==> config.mk <==
export PLATFORM = sky130hd
export DESIGN_NAME = debug_transport
export DESIGN_NICKNAME = d
export VERILOG_FILES = /design/src/rtl/debug_transport.sv
export SDC_FILE = /design/constraint.sdc
export NUM_CORES = 1
export LEC_CHECK = 0
export BUFFER_PORTS_ARGS = -buffer_cell sky130_fd_sc_hd__clkbuf_2
export CELL_PAD_IN_SITES_DETAIL_PLACEMENT = 0
export CELL_PAD_IN_SITES_GLOBAL_PLACEMENT = 1
export CORE_AREA = 2 2 158 83
export CTS_CLUSTER_DIAMETER = 120
export CTS_CLUSTER_SIZE = 40
export DETAILED_ROUTE_END_ITERATION = 8
export DIE_AREA = 0 0 160 85
export PLACE_DENSITY = 0.9
export REMOVE_ABC_BUFFERS = 1
export SYNTH_ARGS = -nofsm -noshare
export SYNTH_HDL_FRONTEND = slang
export SYNTH_SLANG_ARGS = --single-unit
==> constraint.sdc <==
create_clock -name iClk -period 2.8 [get_ports iClk]
set_input_delay 0.56 -clock iClk [delete_from_list [all_inputs] [get_ports iClk]]
set_output_delay 0.56 -clock iClk [all_outputs]
set_load 0.05 [all_outputs]
==> src/rtl/debug_transport.sv <==
// JTAG-style DTM front end: dtmcs/dmi scan registers driving single-cycle DM register accesses.
// Optional DEBUG_TRANSPORT_HARDRESET_EN adds dtmcs.dtmhardreset (bit 17) to abort and clear transport state.
module debug_transport #(
  parameter int unsigned IDLE_CYCLES = 1
) (
  input  logic        iClk,
  input  logic        iRst,
  input  logic        iSelDtmcs,
  input  logic        iCapture,
  input  logic        iShift,
  input  logic        iUpdate,
  input  logic        iTdi,
  output logic        oTdo,
  output logic [7:0]  oDmAddr,
  output logic [31:0] oDmWdata,
  output logic        oDmWrite,
  output logic        oDmRead,
  input  logic [31:0] iDmRdata,
  output logic        oBusy
);

  typedef enum logic [1:0] {S_IDLE, S_ACCESS, S_HOLD} state_t;

  localparam logic [2:0] IDLE_CNT = 3'(IDLE_CYCLES);

  state_t      r_state;
  logic [2:0]  r_idle_cnt;
  logic [40:0] r_shreg;
  logic [6:0]  r_req_addr;
  logic [31:0] r_req_data;
  logic [1:0]  r_req_op;
  logic [31:0] r_resp_data;
  logic [1:0]  r_dmistat;
  logic        r_dm_read;
  logic        r_dm_write;

  logic        w_busy;
  logic [31:0] w_dtmcs;
  logic [1:0]  w_status;
  logic        w_hardreset;

  assign w_busy   = (r_state != S_IDLE);
  assign w_dtmcs  = {17'd0, IDLE_CNT, r_dmistat, 6'd7, 4'd1};
  assign w_status = (w_busy || r_dmistat == 2'd3) ? 2'd3 : r_dmistat;

`ifdef DEBUG_TRANSPORT_HARDRESET_EN
  assign w_hardreset = iUpdate && iSelDtmcs && r_shreg[17];
`else
  assign w_hardreset = 1'b0;
`endif

  always_ff @(posedge iClk) begin
    if (iRst) begin
      r_state     <= S_IDLE;
      r_idle_cnt  <= 3'd0;
      r_shreg     <= 41'd0;
      r_req_addr  <= 7'd0;
      r_req_data  <= 32'd0;
      r_req_op    <= 2'd0;
      r_resp_data <= 32'd0;
      r_dmistat   <= 2'd0;
      r_dm_read   <= 1'b0;
      r_dm_write  <= 1'b0;
    end else begin
      r_dm_read  <= 1'b0;
      r_dm_write <= 1'b0;

      case (r_state)
        S_ACCESS: begin
          if (r_req_op == 2'd1) r_resp_data <= iDmRdata;
          if (IDLE_CNT != 3'd0) begin
            r_state    <= S_HOLD;
            r_idle_cnt <= IDLE_CNT - 3'd1;
          end else begin
            r_state <= S_IDLE;
          end
        end
        S_HOLD: begin
          if (r_idle_cnt == 3'd0) r_state <= S_IDLE;
          else                    r_idle_cnt <= r_idle_cnt - 3'd1;
        end
        default: ;
      endcase

      // Only the highest-priority strobe acts: update, then capture, then shift.
      if (iUpdate) begin
        if (iSelDtmcs) begin
          if (r_shreg[16]) r_dmistat <= 2'd0;
          if (w_hardreset) begin
            r_dmistat   <= 2'd0;
            r_resp_data <= 32'd0;
            r_req_addr  <= 7'd0;
            r_req_data  <= 32'd0;
            r_req_op    <= 2'd0;
            r_idle_cnt  <= 3'd0;
            r_state     <= S_IDLE;
          end
        end else if (r_dmistat == 2'd0) begin
          if (w_busy) begin
            r_dmistat <= 2'd3;
          end else if (r_shreg[1:0] == 2'd1 || r_shreg[1:0] == 2'd2) begin
            r_req_addr <= r_shreg[40:34];
            r_req_data <= r_shreg[33:2];
            r_req_op   <= r_shreg[1:0];
            r_state    <= S_ACCESS;
            r_dm_read  <= (r_shreg[1:0] == 2'd1);
            r_dm_write <= (r_shreg[1:0] == 2'd2);
          end
        end
      end else if (iCapture) begin
        if (iSelDtmcs) begin
          r_shreg <= {9'd0, w_dtmcs};
        end else begin
          r_shreg <= {r_req_addr, r_resp_data, w_status};
          if (w_busy) r_dmistat <= 2'd3;
        end
      end else if (iShift) begin
        if (iSelDtmcs) r_shreg[31:0] <= {iTdi, r_shreg[31:1]};
        else           r_shreg       <= {iTdi, r_shreg[40:1]};
      end
    end
  end

  assign oTdo     = r_shreg[0];
  assign oDmAddr  = {1'b0, r_req_addr};
  assign oDmWdata = r_req_data;
  assign oDmRead  = r_dm_read;
  assign oDmWrite = r_dm_write;
  assign oBusy    = w_busy;

endmodule
==> metrics.md <==
| Metric | Value |
|---|---|
| Most frequent cells in the layout | dfxtp_1, nand2b_1, nand2_1 |
| Pwr per Cell Area | 657 nW/um^2 |
| FFs w/ async S/R, synth | 0% |
| Hold crit path type | in2reg |
| Initial antenna violation count | 0 |
| CP Class | reg2out |
| Mapped Cells | 609 |
| Post-synthesis sequential area ratio | 45.1% |
| Largest net degree at the start of global routing | 72 |
| Final #Nets | 716 |
| Non-filler instance count after layout | 851 |
| Leak | 2.36 nW |
| Period utilization | 74.2% |
| Post-DP HPWL | 8660 um |
| P&R area growth vs syn | 19.7% |
| CP endpoint | oBusy |
| Gr usage total | 19.7% |
| Clock buffer count from CTS | 17 |
| Mean area per synthesized cell | 8.96 um^2 |
| Mapped cell area | 5460 um^2 |
| Total routed wirelength | 13100 um |
| Dpl cell area | 5960 um^2 |
| Fill cell count | 1144 |
| Dpl cells | 820 |
| Setup Fix Bufs, Post-CTS | 0 |
| Yosys top cell by area | dfxtp_1 |
| H-tree depth | 4 |
| Worst-skew pair later-pin latency | 410 ps |
| Most common cell after layout, fill and taps aside | dfxtp_1 |
| Status | finished, final reports clean |
| Ys flop type | dfxtp_1 |
| Clock Tree Buf Depth | 2 |
| First DRT Iteration DRCs | 326 |
| Synth top area share | 45.1% |
| Post-CTS sizing | 0 |
| Num Clock Sinks | 123 |
| RSZ-0062 raised after global routing | false |
| Die area | 13600 um^2 |
| Design area | 6530 um^2 |
| R2R setup slack | 940 ps |
| I/O pin count | 83 |
| Crit path max fanout | 4 |
| Yosys warning total | 0 |
| Reg clk slew, reported paths | 50 ps |
| # DRC | 0 |
| DP Worst Slack | 756 ps |
| Final Hold Viols | 0 |
| Peak supply drop | 453 uV |
| Vias | 4427 |
| Critical Path AT | 1520 ps |
| Share of cells above drive strength 1 | 18.5% |
| RR Startpoint | r_state[1] |
| Critical Path End Type | output pin |
| Register area | 2460 um^2 |
| Slew @ Worst Pin | 650 ps |
| GP Congestion | 0.811 |
| Synth top area cells | dfxtp_1, nand2b_1, mux2i_1, nand2_1, a311oi_1 |
| Setup Skew | 10.7 ps |
| Core box area | 12300 um^2 |
| Vias in the first global route | 4288 |
| RR Endpoint | r_resp_data[7] |
| CTS tree | built |
| Crit path required time | 2240 ps |
| DRT Pass-1 Iters | 5 |
| Initial core utilization | 44.5% |
| Post-synth EDFFs | 0 |
| Vias per cell | 5.20 |
| Area of the multi-input gates | 2700 um^2 |
| Die X-Extent | 160 um |
| Antenna diode count | 0 |
| Number of cells on the worst reg-to-reg path | 6 |
| GRT overflow | 0 |
| Relative max-transition margin | 56.6% |
| Max-cap violations | 0 |
| Tot Pwr | 0.00429 W |
| Post-synthesis cell type count | 39 |
| Row count | 29 |
| Cts hold-fix bufs | 0 |
| Final setup viols | 0 |
| Vert. Die Dim | 85 um |
| Fmax | 481 MHz |
| WL/cell | 15.4 um |
| # port buffers | 81 |
| Crit path launch | r_state[1] |
| Root buffer cell | clkbuf_16 |
| First-pass GRT wire length | 21400 um |
| Crit start category | flop |
| Slew Limit Fails | 0 |
| Crit path time final | 2080 ps |
| Routed Antenna Nets | 0 |
| Final Util | 53.3% |
| FF+latch count, synth | 123 |
| Final worst slack | 723 ps |
[area by class of cell]
type	count	area share (%)
inverter	19	1.09
clock buffer	23	7.32
timing repair buffer	92	7.89
sequential	123	37.7
multi-input combinational	416	41.3
tap	170	3.26
clock inverter	8	1.42
[cell usage after synthesis (all sizes together), types with 3 or more instances]
cell type	count
o22ai	6
nand3b	23
mux2i	43
ha	8
inv	19
nand2	89
nand2b	91
nor2	28
dfxtp	123
a211oi	9
a311oi	23
nor2b	3
a221oi	11
clkbuf	29
a21oi	37
o21ai	7
or3b	13
buf	22
[critical path: stages (launching register included)]
cell	delay (ps)
dfxtp_1	370
inv_1	80
ha_1	270
inv_1	110
clkbuf_2	280
[worst min-delay path by stage]
stage / from / end / slack (ps) / cells after the start
CTS: iDmRdata[27] / r_resp_data[27] / 360 / 3
floorplan: r_resp_data[10] / r_resp_data[10] / 430 / 2
finish: iDmRdata[27] / r_resp_data[27] / 370 / 3
detailed placement: r_resp_data[7] / r_resp_data[7] / 450 / 2
global route: iDmRdata[17] / r_resp_data[17] / 370 / 3
global placement: r_resp_data[10] / r_resp_data[10] / 440 / 2
[cells by family (layout without fill, tap and decap cells)]
family	Yosys count	in the layout	share of synthesized area, %
fa+ha+maj	8	8	1.83
buf+inv	70	142	5.59
mux	44	44	8.09
other cells	1	1	0.0687
flops	123	123	45.1
compound gates	106	106	13.5
simple gates	257	257	25.8
[per-stage QoR]
| step | TNS, ps | hold slack, ps |
|---|---|---|
| floorplan | -75770 | 426 |
| global placement | 0 | 439 |
| detailed placement | 0 | 448 |
| CTS | 0 | 360 |
| global route | 0 | 365 |
| finish | 0 | 369 |
[flip-flops by register name, indices dropped and copies added (netlist names), 2 cells and up]
register     cells
r_state          2
oDmWdata        32
r_req_addr       7
r_idle_cnt       3
r_shreg         41
r_resp_data     32
r_req_op         2
r_dmistat        2
[per-layer routing]
| metal | up-vias | wire length (um) | GRT usage (%) |
|---|---|---|---|
| li1 | 2207 | - | - |
| met1 | 2083 | 6790 | 28.3 |
| met2 | 121 | 5280 | 28.2 |
| met3 | 16 | 882 | 6.01 |
| met4 | 0 | 121 | 6.55 |
| met5 | - | 0 | 0 |
[report_power, final]
part	switching, W	total (W)	internal, W
clock network	0.000756	0.00212	0.00137
logic	0.000196	0.000329	0.000133
registers	0.0000394	0.00184	0.00180
Power figures use the tool's default switching activity.
